<file path="src/rtl/bna_isa_pkg.sv">
// Shared ISA definitions for the load/execute/activation/store pipeline:
// opcodes, instruction field positions, AXI constants and the store FSM encoding.
package bna_isa_pkg;

  localparam logic [2:0] OP_ACT   = 3'b011;
  localparam logic [2:0] OP_STORE = 3'b100;
  localparam logic [2:0] OP_FENCE = 3'b111;

  localparam int OPCODE_MSB = 31;
  localparam int OPCODE_LSB = 29;
  localparam int ADDR_MSB   = 28;
  localparam int ADDR_LSB   = 11;
  localparam int LEN_MSB    = 10;
  localparam int LEN_LSB    = 3;

  localparam logic [1:0] AXI_BURST_INCR = 2'b01;
  localparam logic [1:0] AXI_RESP_OKAY  = 2'b00;

  typedef enum logic [3:0] {
    S_IDLE = 4'b0001,
    S_ADDR = 4'b0010,
    S_DATA = 4'b0100,
    S_RESP = 4'b1000
  } store_state_t;

endpackage

</file>
<file path="src/rtl/store_wdata_skid.sv">
// Two-entry FIFO with registered head; buffers result-FIFO read latency so the
// W channel can stream one beat per cycle. Count is exported for pop gating.
module store_wdata_skid #(
  parameter int WIDTH = 33
) (
  input  logic             clk,
  input  logic             rst,
  input  logic             wr_en,
  input  logic [WIDTH-1:0] wr_data,
  input  logic             rd_en,
  output logic [WIDTH-1:0] rd_data,
  output logic [1:0]       count
);

  logic [WIDTH-1:0] tail_q;
  logic             do_rd;
  logic             do_wr;

  assign do_rd = rd_en && (count != 2'd0);
  assign do_wr = wr_en && ((count != 2'd2) || do_rd);

  always_ff @(posedge clk) begin
    if (rst) begin
      rd_data <= '0;
      tail_q  <= '0;
      count   <= 2'd0;
    end else begin
      case ({do_wr, do_rd})
        2'b10: begin
          if (count == 2'd0) rd_data <= wr_data;
          else               tail_q  <= wr_data;
          count <= count + 2'd1;
        end
        2'b01: begin
          if (count == 2'd2) rd_data <= tail_q;
          count <= count - 2'd1;
        end
        2'b11: begin
          if (count == 2'd1) begin
            rd_data <= wr_data;
          end else begin
            rd_data <= tail_q;
            tail_q  <= wr_data;
          end
        end
        default: ;
      endcase
    end
  end

endmodule

</file>
<file path="src/rtl/store_control.sv">
// Store stage: pops STORE/FENCE instructions and drains activation results to
// DRAM as a single AXI4 INCR write burst per STORE, one burst outstanding.
module store_control
  import bna_isa_pkg::*;
#(
  parameter int AXI_WIDTH_ID = 4,
  parameter int AXI_WIDTH_AD = 32,
  parameter int AXI_WIDTH_DA = 32,
  parameter int AXI_WIDTH_DS = AXI_WIDTH_DA / 8,
  parameter logic [AXI_WIDTH_AD-1:0] DRAM_BASE_ADDR = 32'h1000_0000
) (
  input  logic                    clk,
  input  logic                    rst,
  input  logic                    i_store_instruction_fifo_empty,
  input  logic [31:0]             i_store_instruction_data,
  output logic                    o_store_instruction_fifo_rd_en,
  input  logic                    i_activation_out_fifo_empty,
  input  logic [AXI_WIDTH_DA-1:0] i_activation_out_fifo_data,
  output logic                    o_activation_out_fifo_rd_en,
  output logic [AXI_WIDTH_ID-1:0] o_awid,
  output logic [AXI_WIDTH_AD-1:0] o_awaddr,
  output logic [7:0]              o_awlen,
  output logic [2:0]              o_awsize,
  output logic [1:0]              o_awburst,
  output logic                    o_awvalid,
  input  logic                    i_awready,
  output logic [AXI_WIDTH_DA-1:0] o_wdata,
  output logic [AXI_WIDTH_DS-1:0] o_wstrb,
  output logic                    o_wlast,
  output logic                    o_wvalid,
  input  logic                    i_wready,
  input  logic [AXI_WIDTH_ID-1:0] i_bid,
  input  logic [1:0]              i_bresp,
  input  logic                    i_bvalid,
  output logic                    o_bready,
  output logic                    o_store_idle,
  output logic                    o_store_done,
  output logic                    o_resp_error,
  output logic                    o_instr_error
);

  localparam int SIZE_LOG2 = $clog2(AXI_WIDTH_DS);

  store_state_t state, state_next;

  logic [2:0]  opcode;
  logic [17:0] beat_addr;
  logic [7:0]  beat_len;
  logic        instr_avail;
  logic        w_hs;
  logic        pop_en;
  logic        pop_inflight;
  logic [8:0]  pop_cnt;
  logic [8:0]  burst_beats;
  logic [7:0]  wr_beat;
  logic [1:0]  skid_count;
  logic [2:0]  occupancy;
  logic        unused_inputs;

  assign opcode      = i_store_instruction_data[OPCODE_MSB:OPCODE_LSB];
  assign beat_addr   = i_store_instruction_data[ADDR_MSB:ADDR_LSB];
  assign beat_len    = i_store_instruction_data[LEN_MSB:LEN_LSB];
  assign instr_avail = !i_store_instruction_fifo_empty;
  assign w_hs        = o_wvalid && i_wready;
  assign burst_beats = {1'b0, o_awlen} + 9'd1;

  // Occupancy after this cycle's W handshake, so a draining skid keeps the pop stream gap-free.
  assign occupancy = {1'b0, skid_count} + {2'b00, pop_inflight} - {2'b00, w_hs};

  assign o_awid      = '0;
  assign o_awsize    = 3'(SIZE_LOG2);
  assign o_awburst   = AXI_BURST_INCR;
  assign o_wvalid    = (skid_count != 2'd0);
  assign o_wstrb     = {AXI_WIDTH_DS{o_wvalid}};
  assign o_activation_out_fifo_rd_en = pop_en;
  assign unused_inputs = ^{i_bid, i_store_instruction_data[2:0]};

  always_ff @(posedge clk) begin
    if (rst) state <= S_IDLE;
    else     state <= state_next;
  end

  always_comb begin
    state_next = state;
    case (state)
      S_IDLE:  if (instr_avail && opcode == OP_STORE) state_next = S_ADDR;
      S_ADDR:  if (i_awready) state_next = S_DATA;
      S_DATA:  if (w_hs && o_wlast) state_next = S_RESP;
      S_RESP:  if (i_bvalid) state_next = S_IDLE;
      default: state_next = S_IDLE;
    endcase
  end

  always_comb begin
    o_store_instruction_fifo_rd_en = 1'b0;
    o_awvalid    = 1'b0;
    o_bready     = 1'b0;
    o_store_idle = 1'b0;
    pop_en       = 1'b0;
    case (state)
      S_IDLE: begin
        o_store_idle = 1'b1;
        o_store_instruction_fifo_rd_en = instr_avail;
      end
      S_ADDR: o_awvalid = 1'b1;
      S_DATA: pop_en = !i_activation_out_fifo_empty && (occupancy < 3'd2) && (pop_cnt < burst_beats);
      S_RESP: o_bready = 1'b1;
      default: ;
    endcase
  end

  always_ff @(posedge clk) begin
    if (rst) begin
      o_awaddr      <= '0;
      o_awlen       <= '0;
      pop_cnt       <= '0;
      wr_beat       <= '0;
      pop_inflight  <= 1'b0;
      o_store_done  <= 1'b0;
      o_resp_error  <= 1'b0;
      o_instr_error <= 1'b0;
    end else begin
      pop_inflight <= pop_en;
      o_store_done <= 1'b0;
      if (state == S_IDLE && instr_avail) begin
        case (opcode)
          OP_STORE: begin
            o_awaddr <= DRAM_BASE_ADDR + (AXI_WIDTH_AD'(beat_addr) << SIZE_LOG2);
            o_awlen  <= beat_len;
            pop_cnt  <= '0;
            wr_beat  <= '0;
          end
          OP_FENCE: o_store_done  <= 1'b1;
          default:  o_instr_error <= 1'b1;
        endcase
      end
      if (pop_en)       pop_cnt <= pop_cnt + 9'd1;
      if (pop_inflight) wr_beat <= wr_beat + 8'd1;
      if (state == S_RESP && i_bvalid && i_bresp != AXI_RESP_OKAY) o_resp_error <= 1'b1;
    end
  end

  // The last flag travels with its data word so wlast is registered alongside wdata.
  store_wdata_skid #(
    .WIDTH(AXI_WIDTH_DA + 1)
  ) u_skid (
    .clk     (clk),
    .rst     (rst),
    .wr_en   (pop_inflight),
    .wr_data ({(wr_beat == o_awlen), i_activation_out_fifo_data}),
    .rd_en   (w_hs),
    .rd_data ({o_wlast, o_wdata}),
    .count   (skid_count)
  );

endmodule

</file>
<file path="config.mk">
export PLATFORM = sky130hd
export DESIGN_NAME = store_control
export DESIGN_NICKNAME = d
export VERILOG_FILES = /design/src/rtl/bna_isa_pkg.sv /design/src/rtl/store_wdata_skid.sv /design/src/rtl/store_control.sv
export SDC_FILE = /design/constraint.sdc
export NUM_CORES = 1
export LEC_CHECK = 0
export CELL_PAD_IN_SITES_DETAIL_PLACEMENT = 1
export CELL_PAD_IN_SITES_GLOBAL_PLACEMENT = 2
export CORE_MARGIN = 2
export CORE_UTILIZATION = 29
export DETAILED_ROUTE_END_ITERATION = 6
export PLACE_DENSITY_LB_ADDON = 0.12
export SETUP_SLACK_MARGIN = 0.05
export SLEW_MARGIN = 20
export SYNTH_ARGS = -nofsm -noshare
export SYNTH_HDL_FRONTEND = slang
export SYNTH_HIERARCHICAL = 1
export SYNTH_SLANG_ARGS = --single-unit
</file>
<file path="constraint.sdc">
create_clock -name clk -period 4.9 [get_ports clk]
set_input_delay 0.98 -clock clk [delete_from_list [all_inputs] [get_ports clk]]
set_output_delay 0.98 -clock clk [all_outputs]
set_load 0.01 [all_outputs]
</file>
After elaboration in Yosys (flattened, before gate mapping)
Index checks and enable logic that the tools add are counted.
Widths: inputs -> output; s select.
{"block": "op_classes", "bitwise": 2, "n_reduce_logical": 32, "n_addsub": 8, "n_mux": 25, "magnitude_cmp": 2, "eq_ne": 21}
{"op": "$mux 33", "n": 5}
{"op": "$pmux 33 s3", "n": 1}
{"op": "$pmux 33 s2", "n": 1}
{"op": "$add 29x20->30 const A", "n": 1}
{"op": "$mux 9", "n": 3}
{"op": "$mux 8", "n": 3}
{"op": "$mux 4", "n": 4}
{"op": "$pmux 4 s4", "n": 1}
{"op": "$reduce_bool 2->1", "n": 8}
{"op": "$ne 2x2->1 const B", "n": 7}
{"op": "$logic_and 1x1->1", "n": 10}
{"op": "$add 8x1->9 const B", "n": 1}
{"op": "$add 9x1->9 const B", "n": 1}
{"op": "$lt 9x9->1", "n": 1}
{"op": "$add 8x1->8 const B", "n": 1}
{"op": "$eq 8x8->1", "n": 1}
{"op": "$reduce_and 2->1", "n": 4}
{"op": "$eq 2x2->1 const B", "n": 3}
{"op": "$eq 3x3->1 const B", "n": 2}
{"op": "$mux 1", "n": 6}
{"op": "$reduce_and 3->1", "n": 2}
{"op": "$eq 2x1->1 const B", "n": 2}
{"op": "$eq 4x1->1 const B", "n": 1}
{"op": "$eq 4x2->1 const B", "n": 1}
{"op": "other kinds (16)", "n": 20}
{"block": "totals", "elab_cells": 102, "ff_bits": 133, "out_inout_bits": 95}

Logic depth before layout (Yosys ltp)
{"block": "depth", "word_depth": 9, "ltp_mapped": 11, "ltp_nobuf": 10}

Hierarchy
Netlist, hierarchy kept.
{"module": "store_control", "cells_per_inst": 358, "n_inst": 1, "area_each_um2": 2889.0, "seq_area_each_um2": 1041.0}
{"module": "store_wdata_skid", "cells_per_inst": 317, "n_inst": 1, "area_each_um2": 2857.7, "seq_area_each_um2": 1361.3}

Worst setup path before layout
OpenSTA, ideal clock, no wires.
{"block": "synth_path", "path_kind": "input-to-output", "startpoint": "input port i_wready", "endpoint": "output port o_activation_out_fifo_rd_en", "path_stages": 7, "n_path_buf": 0, "setup_slack_ns": 1.233, "arrival_time_ns": 2.687, "required_ns": 3.920, "cell_sequence": "o21a_1 ha_1 nand2b_1 fa_1 inv_1 a2111oi_0 and4_1"}
{"block": "synth_between", "elab_chain_len": 6}
{"item": "start: declaration", "line": "store_control.sv:31", "rtl": "input logic i_wready,"}
{"item": "$logic_and 1x1->1", "line": "store_control.sv:64", "rtl": "assign w_hs = o_wvalid && i_wready;"}
{"item": "$sub 3x1->3", "line": "store_control.sv:68", "rtl": "assign occupancy = {1'b0, skid_count} + {2'b00, pop_inflight} - {2'b00, w_hs};"}
{"item": "$lt 3x2->1", "line": "store_control.sv:106", "rtl": "S_DATA: pop_en = !i_activation_out_fifo_empty && (occupancy < 3'd2) && (pop_cnt < burst_beats);"}
{"item": "$logic_and 1x1->1 (2 in a row)", "line": "store_control.sv:106"}
{"item": "$mux 1", "line": "store_control.sv:100", "rtl": "case (state)"}
{"item": "end: declaration", "line": "store_control.sv:19", "rtl": "output logic o_activation_out_fifo_rd_en,"}
No other way between the ends.

Worst setup path after layout
{"block": "layout_path", "startpoint": "input port i_wready", "endpoint": "output port o_activation_out_fifo_rd_en"}
{"block": "layout_between", "elab_chain_len": 6}
{"item": "$logic_and 1x1->1", "line": "store_control.sv:64"}
{"item": "net w_hs", "line": "store_control.sv:50", "rtl": "logic w_hs;"}
{"item": "$sub 3x1->3", "line": "store_control.sv:68"}
{"item": "$lt 3x2->1", "line": "store_control.sv:106"}
{"item": "$logic_and 1x1->1 (2 in a row)", "line": "store_control.sv:106"}
{"item": "$mux 1", "line": "store_control.sv:100"}
The timed path passes the listed nets, and every way through them passes these cells.

==> impl_metrics.csv <==
group,metric,value,unit
worst_hold_path,min_delay_endpoint,"o_awaddr[14]$_SDFFE_PP0P_",
sta,final-max-slew-violation-count,0,
global_routing,met3_usage,0.05232,
power,power.leakage,0.003007,uW
synthesis,synth_top_area_share,0.4180,
global_routing,first_global_vias,5588,
power,pwr_density_cell,307.1,nW/um^2
synthesis,netlist-cell-type-count,47,
routing,route.detailed.vias_per_inst,4.812,
synthesis,yosysMostFrequentCell,"nand2_1",
floorplanning,rows,51,
run_status,outcome,"finished, final reports clean",
clock_tree,cts_tree,"done",
worst_hold_path,hold_path.startpoint,"o_awaddr[14]$_SDFFE_PP0P_",
power,worst_ir_drop_vdd,0.2049,mV
floorplanning,boundaryPins,172,
layout,diodes,0,
layout,finish.net_count,892,
sta,min_period_over_period,0.9464,
floorplanning,dieArea,20960,sq um
routing,routedWlPerCell,15.99,um
layout,drive_gt1_frac,0.07143,
sta,timing.clock.skew,0.01108,ns
synthesis,syn-cell-area,5747,sq um
clock_tree,clk_pin_slew,0.06,ns
synthesis,flip_flop_cell_with_the_highest_count_after_synthesis,"dfxtp_1",
worst_setup_path,cp-start-kind,"input port",
worst_hold_path,hp-class,"reg -> reg",
worst_setup_path,cpMaxStageDelayCell,"clkdlybuf4s50_1",
layout,areaGrowthSynthToFinish,36.60,%
floorplanning,core-area,19460,sq um
synthesis,ys_warn_count,6,
floorplanning,initial_utilization,0.2953,
worst_setup_path,worst_r2r_path_depth,10,
clock_tree,post_cts.repair.setup_buffers,0,
routing,drcViolationCount,0,
clock_tree,clk_latency,0.42,ns
clock_tree,cts_hold_buf,0,
clock_tree,cts_made_buffers,17,
worst_setup_path,critical_path_required,3.92,ns
sta,fmax,215.6,MHz
worst_setup_path,worstSetupPathType,"in -> out",
global_routing,gr-usage-met2,0.3113,
worst_setup_path,path_common_cell,"clkdlybuf4s50_1",
global_routing,antenna_found_initial,0,
routing,ant_nets,0,
worst_setup_path,worst-endpoint-arrival,3.66,ns
worst_setup_path,setup.reg_to_reg.worst_slack,1.96,ns
sta,final.setup.tns,0,ns
routing,drt_first_iter_violations,190,
synthesis,ys_top_cells_by_count,"nand2_1, dfxtp_1, nor2_1",
place,global_placer_s_final_weighted_congestion,0.7384,
synthesis,synthCells,675,
sta,post-route-min-period,4.637,ns
worst_setup_path,worstReg2RegEnd,"pop_cnt[2]$_SDFFE_PP0P_",
clock_tree,clock-root-buffer,"clkbuf_16",
clock_tree,clock_tree.buffer_depth,2,
worst_setup_path,cp_slowest_stage_delay,0.54,ns
layout,final_util,0.4033,
floorplanning,die_y,144.8,um
routing,drt-pass1-iter-count,4,
global_routing,gr-usage-all-layers,0.1713,
routing,detailroute.via_count,5182,
clock_tree,clock_tree.htree_level_count,4,
worst_setup_path,cp_cell_sequence,"clkdlybuf4s50_1 -> o21a_1 -> ha_1 -> nand2b_1 -> fa_1 -> inv_1 -> a2111oi_0 -> and4_1 -> clkdlybuf4s50_1",
synthesis,post_synth_arst_share,0,
worst_setup_path,critical_path.reg2reg.startpoint,"o_awlen[0]$_SDFFE_PP0P_",
clock_tree,cts_repair_resize_count,0,
global_routing,grt_first_pass_wirelength,28000,um
global_routing,globalRoute.busiestLayer,"met2",
worst_setup_path,crit_path_max_fanout,2,
synthesis,sequential_element_share_of_the_synthesized_area,0.4180,
global_routing,pin_count_of_the_biggest_net_entering_global_routing,83,
place,placement.io_buffers,142,
synthesis,synth.area.top_cells,"dfxtp_1, nand2_1, mux2i_1",
sta,grt_setup_unrepaired,"no",
clock_tree,clock_sink_count,120,
sta,worst_slew_margin_rel,0.3174,
synthesis,netlist.top_cell.by_area,"dfxtp_1",
synthesis,synth-edff-count,0,
synthesis,synth.ff_latch_count,120,
global_routing,met1_usage,0.1881,
routing,wirelength,17230,um
synthesis,synthesis.area_per_instance,8.514,sq um
worst_setup_path,worstSetupEndpointType,"output pin",
sta,finalSetupViolCount,0,
place,hpwl_reported_at_the_end_of_detailed_placement,12020,um
sta,timing.final.hold_violations,0,
sta,worst-slew-pin-transition,1.022,ns
flow_run,cap_violations,0,
worst_hold_path,worstHoldPathCells,2,
global_routing,globalRouteOverflowTotal,0,
floorplanning,fp.dieW,144.8,um
## report_power, final
part | internal [uW] | total, uW | leakage, uW | switching (uW)
Combinational | 77.9 | 148 | 0.00175 | 69.7
Clock | 814 | 1270 | 0.000288 | 460
Sequential | 983 | 990 | 0.000967 | 6.77
## flip-flops by register name (all words and copies together) (netlist names), 2 cells and up
| name | flops |
|---|---|
| u_skid/rd_data | 33 |
| o_awlen | 8 |
| wr_beat | 8 |
| u_skid/tail_q | 33 |
| o_awaddr | 19 |
| state | 4 |
| pop_cnt | 9 |
| u_skid/count | 2 |
## cell families after synthesis
kind of cell / share of synthesized area
compound gates: 0.1494
xor+xnor: 0.02438
fa+ha+maj: 0.03614
buf+inv: 0.07794
flops: 0.4180
mux: 0.06096
other cells: 0.001307
simple gates: 0.2319
## how the worst max path moves through the flow
stage	from	endpoint	depth (start not counted)	slack [ns]
2_1_floorplan	i_wready	o_activation_out_fifo_rd_en	7	1.23
3_3_place_gp	i_wready	o_activation_out_fifo_rd_en	9	0.29
3_5_place_dp	i_wready	o_activation_out_fifo_rd_en	9	0.23
4_1_cts	i_wready	o_activation_out_fifo_rd_en	9	0.23
5_1_grt	i_wready	o_activation_out_fifo_rd_en	9	0.08
6_report	i_wready	o_activation_out_fifo_rd_en	9	0.26
## cells in the final DEF, fill, tap and decap left out, drive strengths merged, types with 9 or more instances in the layout
cell | netlist | final
clkdlybuf4s50 | 0 | 141
nand2 | 134 | 134
dfxtp | 120 | 120
nor2 | 89 | 89
a21oi | 41 | 41
a311oi | 38 | 38
mux2i | 35 | 35
conb | 2 | 22
clkbuf | 18 | 21
ha | 15 | 15
nand2b | 13 | 13
nand3 | 12 | 12
xnor2 | 12 | 12
o21ai | 12 | 12
buf | 50 | 12
o211ai | 9 | 9
inv | 7 | 9
## area by class of cell
| class | count | area, sq um |
|---|---|---|
| inverter | 7 | 26.28 |
| clock inverter | 11 | 146.4 |
| clock buffer | 21 | 450.4 |
| multi-input combinational | 500 | 2979 |
| fill | 2264 | 11610 |
| tap | 265 | 331.6 |
| sequential | 120 | 2402 |
| timing repair buffer | 153 | 1514 |
## metal layers
metal | vias up | wire [um] | share of wire
met5 | - | 0 | 0
met4 | 0 | 303 | 0.018
met3 | 20 | 883 | 0.051
met2 | 85 | 8842 | 0.51
met1 | 2535 | 7195 | 0.42
li1 | 2542 | - | -
## metrics by stage
step / power [uW] / area, sq um / instances / setup slack [ns] / hold WS (ns)
detailed placement: 1160 / 7253 / 1045 / 0.2262 / 0.4499
global placement: 1154 / 7253 / 1045 / 0.2857 / 0.4416
finish: 2411 / 7850 / 1077 / 0.2626 / 0.4555
floorplan: 1082 / 5822 / 695 / 1.233 / 0.4546
global route: 2515 / 7850 / 1077 / 0.08373 / 0.4785
CTS: 2454 / 7850 / 1077 / 0.2281 / 0.4584
## critical path: cells and delay by family
kind,cells,cell delay (ns)
buffers and inverters,3,1.04
adder cells (fa/ha/maj),2,0.74
AO/OA/AOI/OAI,2,0.48
AND/OR/NAND/NOR,2,0.41
Note: power is estimated with default switching activity, not from simulation.
